## src/rtl/ex_104_pkg.sv

```systemverilog
// ex_104_pkg: shared constants and types for the six-way registered distributor.
//   DST_A..DST_F : destination indices (bit position in out_vld / out_ack)
//   state_e      : distributor FSM state encoding
package ex_104_pkg;

   localparam int unsigned N_DST = 6;

   localparam logic [2:0] DST_A = 3'd0;
   localparam logic [2:0] DST_B = 3'd1;
   localparam logic [2:0] DST_C = 3'd2;
   localparam logic [2:0] DST_D = 3'd3;
   localparam logic [2:0] DST_E = 3'd4;
   localparam logic [2:0] DST_F = 3'd5;

   typedef enum logic [1:0] {
      ST_IDLE  = 2'd0,
      ST_XFER  = 2'd1,
      ST_STALL = 2'd2
   } state_e;

endpackage

```

## src/rtl/ex_104_structure_demux_seq_dest_decode.sv

```systemverilog
// ex_104_dest_decode: combinational fixed-priority destination decoder.
//   sel1_i..sel5_i : destination select bits
//   dest_o         : destination index (DST_A..DST_F)
//   onehot_o       : one-hot form of dest_o, bit 0 = a .. bit 5 = f
module ex_104_dest_decode
   import ex_104_pkg::*;
(
   input  logic       sel1_i,
   input  logic       sel2_i,
   input  logic       sel3_i,
   input  logic       sel4_i,
   input  logic       sel5_i,
   output logic [2:0] dest_o,
   output logic [5:0] onehot_o
);

   always_comb begin
      dest_o = DST_F;
      if (sel1_i)              dest_o = DST_A;
      else if (sel2_i && sel3_i) dest_o = DST_B;
      else if (sel2_i)         dest_o = DST_C;
      else if (sel4_i)         dest_o = DST_D;
      else if (sel5_i)         dest_o = DST_E;
   end

   assign onehot_o = 6'b000001 << dest_o;

endmodule

```

## src/rtl/ex_104_structure_demux_seq.sv

```systemverilog
// ex_104_structure_demux_seq: registered six-way distributor for W-bit words.
//   clk, rst_n          : clock, synchronous active-low reset
//   g, in_valid         : input word and its valid
//   in_ready            : input accepted this cycle when in_valid is high
//   sel1..sel5          : destination select, sampled with g
//   a..f                : output holding registers
//   out_vld, out_ack    : per-destination valid / consume strobe (bit 0 = a)
//   word_cnt            : accepted-word count (wraps)
//   stall_cnt           : stalled-cycle count (saturates)
//   state               : FSM state (debug)
module ex_104_structure_demux_seq
   import ex_104_pkg::*;
#(
   parameter int unsigned W     = 5,
   parameter int unsigned CNT_W = 8
) (
   input  logic             clk,
   input  logic             rst_n,
   input  logic [W-1:0]     g,
   input  logic             in_valid,
   output logic             in_ready,
   input  logic             sel1,
   input  logic             sel2,
   input  logic             sel3,
   input  logic             sel4,
   input  logic             sel5,
   output logic [W-1:0]     a,
   output logic [W-1:0]     b,
   output logic [W-1:0]     c,
   output logic [W-1:0]     d,
   output logic [W-1:0]     e,
   output logic [W-1:0]     f,
   output logic [5:0]       out_vld,
   input  logic [5:0]       out_ack,
   output logic [CNT_W-1:0] word_cnt,
   output logic [CNT_W-1:0] stall_cnt,
   output logic [1:0]       state
);

   logic [2:0]       dest;
   logic [5:0]       dest_oh;
   logic             accept;
   logic             stall;

   logic [W-1:0]     data_q [N_DST];
   logic [W-1:0]     data_d [N_DST];
   logic [5:0]       vld_q, vld_d;
   logic [CNT_W-1:0] word_q, word_d;
   logic [CNT_W-1:0] stall_q, stall_d;
   state_e           state_q, state_d;

   ex_104_dest_decode u_dec (
      .sel1_i   (sel1),
      .sel2_i   (sel2),
      .sel3_i   (sel3),
      .sel4_i   (sel4),
      .sel5_i   (sel5),
      .dest_o   (dest),
      .onehot_o (dest_oh)
   );

   // Ready is held low while reset is asserted so nothing looks accepted.
   assign in_ready = rst_n & (~vld_q[dest] | out_ack[dest]);
   assign accept   = in_valid & in_ready;
   assign stall    = in_valid & ~in_ready;

   always_comb begin
      for (int unsigned i = 0; i < N_DST; i++) begin
         data_d[i] = data_q[i];
         if (accept && dest_oh[i]) data_d[i] = g;
      end
      // Ack clears valid; a same-cycle accept into that slot re-sets it.
      vld_d   = (vld_q & ~out_ack) | (accept ? dest_oh : 6'b0);
      word_d  = accept ? word_q + CNT_W'(1) : word_q;
      stall_d = (stall && (stall_q != '1)) ? stall_q + CNT_W'(1) : stall_q;
   end

   // Next state depends only on this cycle's inputs, so any stray encoding
   // (including 2'd3) is left after one clock.
   always_comb begin
      state_d = ST_IDLE;
      if (accept)     state_d = ST_XFER;
      else if (stall) state_d = ST_STALL;
   end

   always_ff @(posedge clk) begin
      if (!rst_n) begin
         for (int unsigned i = 0; i < N_DST; i++) data_q[i] <= '0;
         vld_q   <= '0;
         word_q  <= '0;
         stall_q <= '0;
         state_q <= ST_IDLE;
      end else begin
         for (int unsigned i = 0; i < N_DST; i++) data_q[i] <= data_d[i];
         vld_q   <= vld_d;
         word_q  <= word_d;
         stall_q <= stall_d;
         state_q <= state_d;
      end
   end

   assign a         = data_q[DST_A];
   assign b         = data_q[DST_B];
   assign c         = data_q[DST_C];
   assign d         = data_q[DST_D];
   assign e         = data_q[DST_E];
   assign f         = data_q[DST_F];
   assign out_vld   = vld_q;
   assign word_cnt  = word_q;
   assign stall_cnt = stall_q;
   assign state     = state_q;

endmodule
```

## config.mk

```make
export PLATFORM = sky130hd
export DESIGN_NAME = ex_104_structure_demux_seq
export DESIGN_NICKNAME = d
export VERILOG_FILES = /design/src/rtl/ex_104_pkg.sv /design/src/rtl/ex_104_structure_demux_seq_dest_decode.sv /design/src/rtl/ex_104_structure_demux_seq.sv
export SDC_FILE = /design/constraint.sdc
export NUM_CORES = 1
export LEC_CHECK = 0
export CORE_MARGIN = 5
export CORE_UTILIZATION = 45
export DETAILED_ROUTE_END_ITERATION = 12
export PLACE_DENSITY = 0.78
export SLEW_MARGIN = 30
export SYNTH_ARGS = -nofsm -noshare
export SYNTH_HDL_FRONTEND = slang
export SYNTH_SLANG_ARGS = --single-unit
```

## constraint.sdc

```tcl
create_clock -name clk -period 4.6 [get_ports clk]
set_clock_uncertainty 0.1 [all_clocks]
set_input_delay 0.92 -clock clk [delete_from_list [all_inputs] [get_ports clk]]
set_output_delay 0.92 -clock clk [all_outputs]
set_load 0.01 [all_outputs]
```

==> results.yml, run 1 <==
outcome:
  status: "finished clean"
final_layout:
  fin_nets: 346
  layout-drive-gt1-share_pct: 5.52
  area_growth_pct: 36.9
  post-route-cell-area_um2: 3210
  final.fill_count: 469
  postLayoutCoreUtil_pct: 63.3
  diodes: 0
global_routing:
  use_met3_pct: 6.29
  grt_pass1_wl_um: 9590
  grt_max_degree: 49
  grt_util_met1_pct: 22.3
  grt_use_met2_pct: 30.9
  antenna_found_initial: 0
  overflow: 0
  grt_usage_pct: 18.5
  busiest_layer: "met2"
  grt_pass1_vias: 1985
logic_synthesis:
  yosysWarnings: 0
  ys_dominant_reg_cell: "dfxtp_1"
  ys_ff_latch: 54
  synth_fp_nets: 280
  syn_avg_cell_area_um2: 9.06
  synth_edf_count: 0
  synthArstFlopShare_pct: 0
  synth_cells: 259
  synth.distinct_cells: 41
  yosysSeqAreaShare_pct: 46.1
  synth_area_um2: 2350
clocking:
  htree_levels: 2
  ctsResizeCount: 0
  clkSinkCount: 54
  cts_root_buf: "clkbuf_8"
  clk_pin_slew_ps: 100
  cts_setup_buffers: 0
  insertion_delay_ps: 310
  ctsHoldBuffers: 0
  cts_buffers: 5
  cts_tree: "done"
  cts_max_path_buffers: 2
power_and_ir_drop:
  ir_drop_mv: 0.166
  leakagePower_nw: 1.13
  power_w: 0.000934
  pwr_density_cell_nw_per_um2: 290
critical_path:
  crit_required_ps: 3580
  critPathMaxFanout: 10
  worst_setup_path_end_kind: "output pin"
  reg2reg_slack_ps: 2440
  path_class: "in2out"
  cp-start-kind: "input port"
  arrival_ps: 3220
placed_design:
  gp_congestion: 0.848
  dp_hpwl_um: 4410
  dpl_cell_area_um2: 3100
  portBuffers: 73
timing:
  rsz0062_at_grt: "false"
  final_max_slew_viol_count: 0
  clock.fmax_mhz: 236
  final_hold_viol_count: 0
  setup_viol: 0
  setup_tns_ps: 0
  fin_crit_ps: 4240
  slew_headroom_pct: 50.3
  fin_crit_sh_pct: 92.1
  worst_pin_slew_ps: 744
detailed_routing:
  finalWirelength_um: 5990
  drtIter0Drc: 82
  wl_per_cell_um: 15.1
  vias: 2081
  ant_nets: 0
  viasPerCell: 5.26
  drtPass1Iterations: 4
  drcViolationCount: 0
floorplan:
  io_pins: 74
  die_area_um2: 6760
  initial_core_util_pct: 46.3
  die_y_um: 82.2
  num_rows: 26
  core_region_area_um2: 5070
  die_x_um: 82.2
job:
  drv_cap: 0
worst_hold_path:
  hold_class: "reg2reg"
-- cells in the mapped netlist, types with 3 or more instances --
cell type | n | area share [%]
inv_1 | 5 | 0.80
or3_1 | 3 | 0.80
nand3_1 | 11 | 2.3
o31ai_1 | 4 | 1.3
clkbuf_1 | 7 | 1.1
nand2_1 | 49 | 7.8
dfxtp_1 | 54 | 46
o21ai_0 | 10 | 2.1
nand4_1 | 4 | 1.1
buf_2 | 8 | 1.7
and2_1 | 5 | 1.3
a211oi_1 | 3 | 0.96
nand3b_1 | 3 | 0.96
nor2b_1 | 6 | 1.6
or4_1 | 3 | 0.96
nor2_1 | 8 | 1.3
nor3b_1 | 4 | 1.3
a21oi_1 | 11 | 2.3
mux2i_1 | 28 | 12
o21a_1 | 6 | 1.9
-- logic make-up (layout without fill, tap and decap cells) --
| family | count (synthesis) | in the layout | synth area share [%] |
|---|---|---|---|
| XOR/XNOR | 2 | 2 | 0.746 |
| multiplexers | 28 | 28 | 11.9 |
| buffers and inverters | 22 | 89 | 4.42 |
| adder cells (fa/ha/maj) | 2 | 2 | 1.07 |
| AND/OR/NAND/NOR | 107 | 107 | 23.0 |
| AO/OA/AOI/OAI | 44 | 44 | 12.7 |
| flip-flops | 54 | 54 | 46.1 |
-- power by group --
part	total (W)	internal, W	switching (W)
Clock	0.000332	0.000165	0.000167
Sequential	0.000489	0.000480	0.00000893
Combinational	0.000113	0.0000547	0.0000578
Total	0.000934	0.000700	0.000234
-- state kept, by name, indices dropped and copies added, names as in the netlist --
signal,count
stall_cnt,8
out_vld,6
data_q,30
state,2
word_cnt,8
-- critical path: stages --
cell and delay, ps:
clkdlybuf4s50_1 550, or4_4 610, a21bo_1 210, a311oi_2 350, a21oi_2 80, clkdlybuf4s50_1 500
-- area by class of cell --
class                      count  area [um^2]  area share [%]
tap                           70         87.6            2.72
multi-input combinational    183         1160            36.2
clock buffer                   5         68.8            2.14
sequential                    54         1080            33.6
inverter                       5         18.8           0.584
timing repair buffer          76          748            23.3
clock inverter                 3         47.5            1.48
-- cells in the final DEF (no fill, tap or decap), drive strengths merged, types with 4 or more instances in the layout --
cell type / synthesis / layout
nand3: 11 / 11
clkdlybuf4s50: 0 / 72
o21ai: 10 / 10
inv: 5 / 6
o31ai: 4 / 4
clkbuf: 7 / 5
and2: 5 / 5
or4: 4 / 4
nor2: 8 / 8
nor2b: 6 / 6
dfxtp: 54 / 54
a21oi: 12 / 12
nand2: 49 / 49
o21a: 6 / 6
nor3b: 4 / 4
mux2i: 28 / 28
nand4: 4 / 4
buf: 10 / 4
-- per-layer routing --
metal,wire length [um],vias to the layer above
li1,-,1037
met1,2660,984
met2,2860,51
met3,394,9
met4,80,0
met5,0,-
-- path summary, 6_finish.rpt --
path                      start       endpoint  cells after the start
setup / recovery           sel1       in_ready                      6
hold / removal    data_q[0][22]  data_q[0][22]                      2
setup reg to reg     out_vld[2]  data_q[0][29]                      7
hold reg to reg   data_q[0][22]  data_q[0][22]                      2
-- per-stage QoR --
| stage | hold WS [ps] | cells | setup slack (ps) |
|---|---|---|---|
| final | 363 | 396 | 361 |
| after global routing | 383 | 396 | 292 |
| after CTS | 365 | 396 | 352 |
| after detailed placement | 345 | 388 | 397 |
| after global placement | 342 | 388 | 449 |
| after floorplan | 379 | 259 | 1080 |
Power figures use the tool's default switching activity.
==> run 2: changes to the inputs <==
--- a/config.mk
+++ b/config.mk
@@ -5,10 +5,13 @@
 export SDC_FILE = /design/constraint.sdc
 export NUM_CORES = 1
 export LEC_CHECK = 0
+export CELL_PAD_IN_SITES_DETAIL_PLACEMENT = 0
+export CELL_PAD_IN_SITES_GLOBAL_PLACEMENT = 1
+export CORE_ASPECT_RATIO = 0.75
 export CORE_MARGIN = 5
-export CORE_UTILIZATION = 45
+export CORE_UTILIZATION = 36
 export DETAILED_ROUTE_END_ITERATION = 12
-export PLACE_DENSITY = 0.78
+export PLACE_DENSITY_LB_ADDON = 0.1
 export SLEW_MARGIN = 30
 export SYNTH_ARGS = -nofsm -noshare
 export SYNTH_HDL_FRONTEND = slang
==> run 2 against run 1 <==
  * Register-to-register slack lost 110 ps
  * Hold slack worse by 0.97 ps
  * Cell count rose by 2.8%
  * Global-route usage shrank 2.8 points
  * Clock-buffer cell count is 2 higher
  * Maximum frequency decreased by 1.0%
  * Sequential cell count stayed put
  * Sequential share of layout area is essentially flat
  * Total power decreased by 1.9%
  * Die area increased by 22%
  * Worst setup slack worse by 45 ps
  * Via count shrank 2.0%
  * Largest cell class unchanged
  * Largest power group unchanged
==> results.yml, run 2 (synthesized netlist as in run 1, its figures left out) <==
timing:
  setup_tns_ps: 0
  clock.fmax_mhz: 233
  final_hold_viol_count: 0
  fin_crit_ps: 4280
  worst_pin_slew_ps: 755
  rsz0062_at_grt: "false"
  setup_viol: 0
  fin_crit_sh_pct: 93.1
  slew_headroom_pct: 49.6
  final_max_slew_viol_count: 0
detailed_routing:
  drtIter0Drc: 86
  drcViolationCount: 0
  vias: 2040
  wl_per_cell_um: 15.1
  ant_nets: 0
  drtPass1Iterations: 4
  viasPerCell: 5.01
  finalWirelength_um: 6140
critical_path:
  worst_setup_path_end_kind: "output pin"
  slowest_delay_ps: 610
  crit_top_cell: "clkdlybuf4s50_1"
  cp-start-kind: "input port"
  crit_required_ps: 3580
  arrival_ps: 3260
  path_class: "in2out"
  critPathMaxFanout: 10
  worstPathCellList: "clkdlybuf4s50_1 -> or4_4 -> a21bo_1 -> a311oi_2 -> a21oi_2 -> clkdlybuf4s50_1"
  slowest_stage: "or4_4"
job:
  drv_cap: 0
final_layout:
  multiInputGateArea_um2: 1160
  fin_cells: 407
  layout-drive-gt1-share_pct: 4.91
  final.fill_count: 638
  fin_nets: 346
  seq_area_um2: 1080
  mostFrequentLayoutCells: "clkdlybuf4s50_1, dfxtp_1, nand2_1"
  area_growth_pct: 37.1
  layout_commonest_cell: "clkdlybuf4s50_1"
  diodes: 0
  max_flop_register: "data_q"
  largest_reg_flops: 30
floorplan:
  io_pins: 74
  core_region_area_um2: 6320
  num_rows: 25
  initial_core_util_pct: 37.1
  die_y_um: 79.9
  die_area_um2: 8250
  die_x_um: 103
clocking:
  cts_buffers: 5
  clkSinkCount: 54
  cts_root_buf: "clkbuf_8"
  ctsResizeCount: 0
  cts_tree: "done"
  ctsHoldBuffers: 0
  clk_pin_slew_ps: 90
  insertion_delay_ps: 300
  cts_setup_buffers: 0
  htree_levels: 2
  cts_max_path_buffers: 2
worst_hold_path:
  hold_class: "reg2reg"
placed_design:
  dp.cells: 399
  dp_hpwl_um: 4560
  gp_congestion: 0.726
  portBuffers: 73
global_routing:
  grt_pass1_wl_um: 10200
  use_met3_pct: 4.72
  busiest_layer: "met1"
  grt_util_met1_pct: 23.1
  grt_use_met2_pct: 22.2
  antenna_found_initial: 0
  grt_usage_pct: 15.7
  overflow: 0
  grt_pass1_vias: 1989
  grt_max_degree: 37
power_and_ir_drop:
  pwr_density_cell_nw_per_um2: 285
  leakagePower_nw: 1.12
  ir_drop_mv: 0.123
outcome:
  status: "finished clean"
run 2: path summary, 6_finish.rpt:
check                                  start            end  slack (ps)  cells past startpoint
worst max-delay path                    sel1       in_ready         320                      6
worst max register to register    out_vld[3]  data_q[0][24]        2330                      7
worst min register to register  data_q[0][0]   data_q[0][0]         360                      2
worst min-delay path            data_q[0][0]   data_q[0][0]         360                      2
run 2: where the power goes:
group | internal [W] | switching [W] | total, W
Clock | 0.000163 | 0.000150 | 0.000313
Sequential | 0.000480 | 0.00000916 | 0.000489
Combinational | 0.0000549 | 0.0000588 | 0.000114
Total | 0.000698 | 0.000218 | 0.000916
run 2: final cells by class:
class	instances	share of cell area (%)
Multi-Input combinational cell	183	36.1
Clock buffer	7	2.37
Clock inverter	1	0.933
Sequential cell	54	33.6
Inverter	5	0.583
Timing Repair Buffer	76	23.3
Tap cell	81	3.15
run 2: per-layer routing:
layer,share of wire [%],up-vias
li1,-,1033
met1,53,956
met2,39,49
met3,7.5,2
met4,0.63,0
met5,0,-
run 2: through the flow:
step / hold WS [ps] / utilization (%) / power, W / area [um^2] / worst slack [ps]
floorplan: 379 / - / 0.000556 / 2350 / 1080
global placement: 342 / 49.2 / 0.000613 / 3110 / 355
detailed placement: 348 / 49.2 / 0.000614 / 3110 / 321
CTS: 363 / 50.9 / 0.000928 / 3220 / 320
global route: 382 / 50.9 / 0.000957 / 3220 / 191
finish: 362 / 50.9 / 0.000916 / 3220 / 316
run 2: critical path: cells and delay by family:
family	cells	cell delay, ps
simple gates	1	610
buf+inv	2	1060
compound gates	3	670
==> run 3: changes to the inputs <==
--- a/config.mk
+++ b/config.mk
@@ -10,7 +10,9 @@
 export CORE_ASPECT_RATIO = 0.75
 export CORE_MARGIN = 5
 export CORE_UTILIZATION = 36
+export CTS_CLUSTER_SIZE = 20
 export DETAILED_ROUTE_END_ITERATION = 12
+export GPL_TIMING_DRIVEN = 1
 export PLACE_DENSITY_LB_ADDON = 0.1
 export SLEW_MARGIN = 30
 export SYNTH_ARGS = -nofsm -noshare
==> results of run 3 <==
No change in the layout: final DEF, timing and power equal those of run 2.
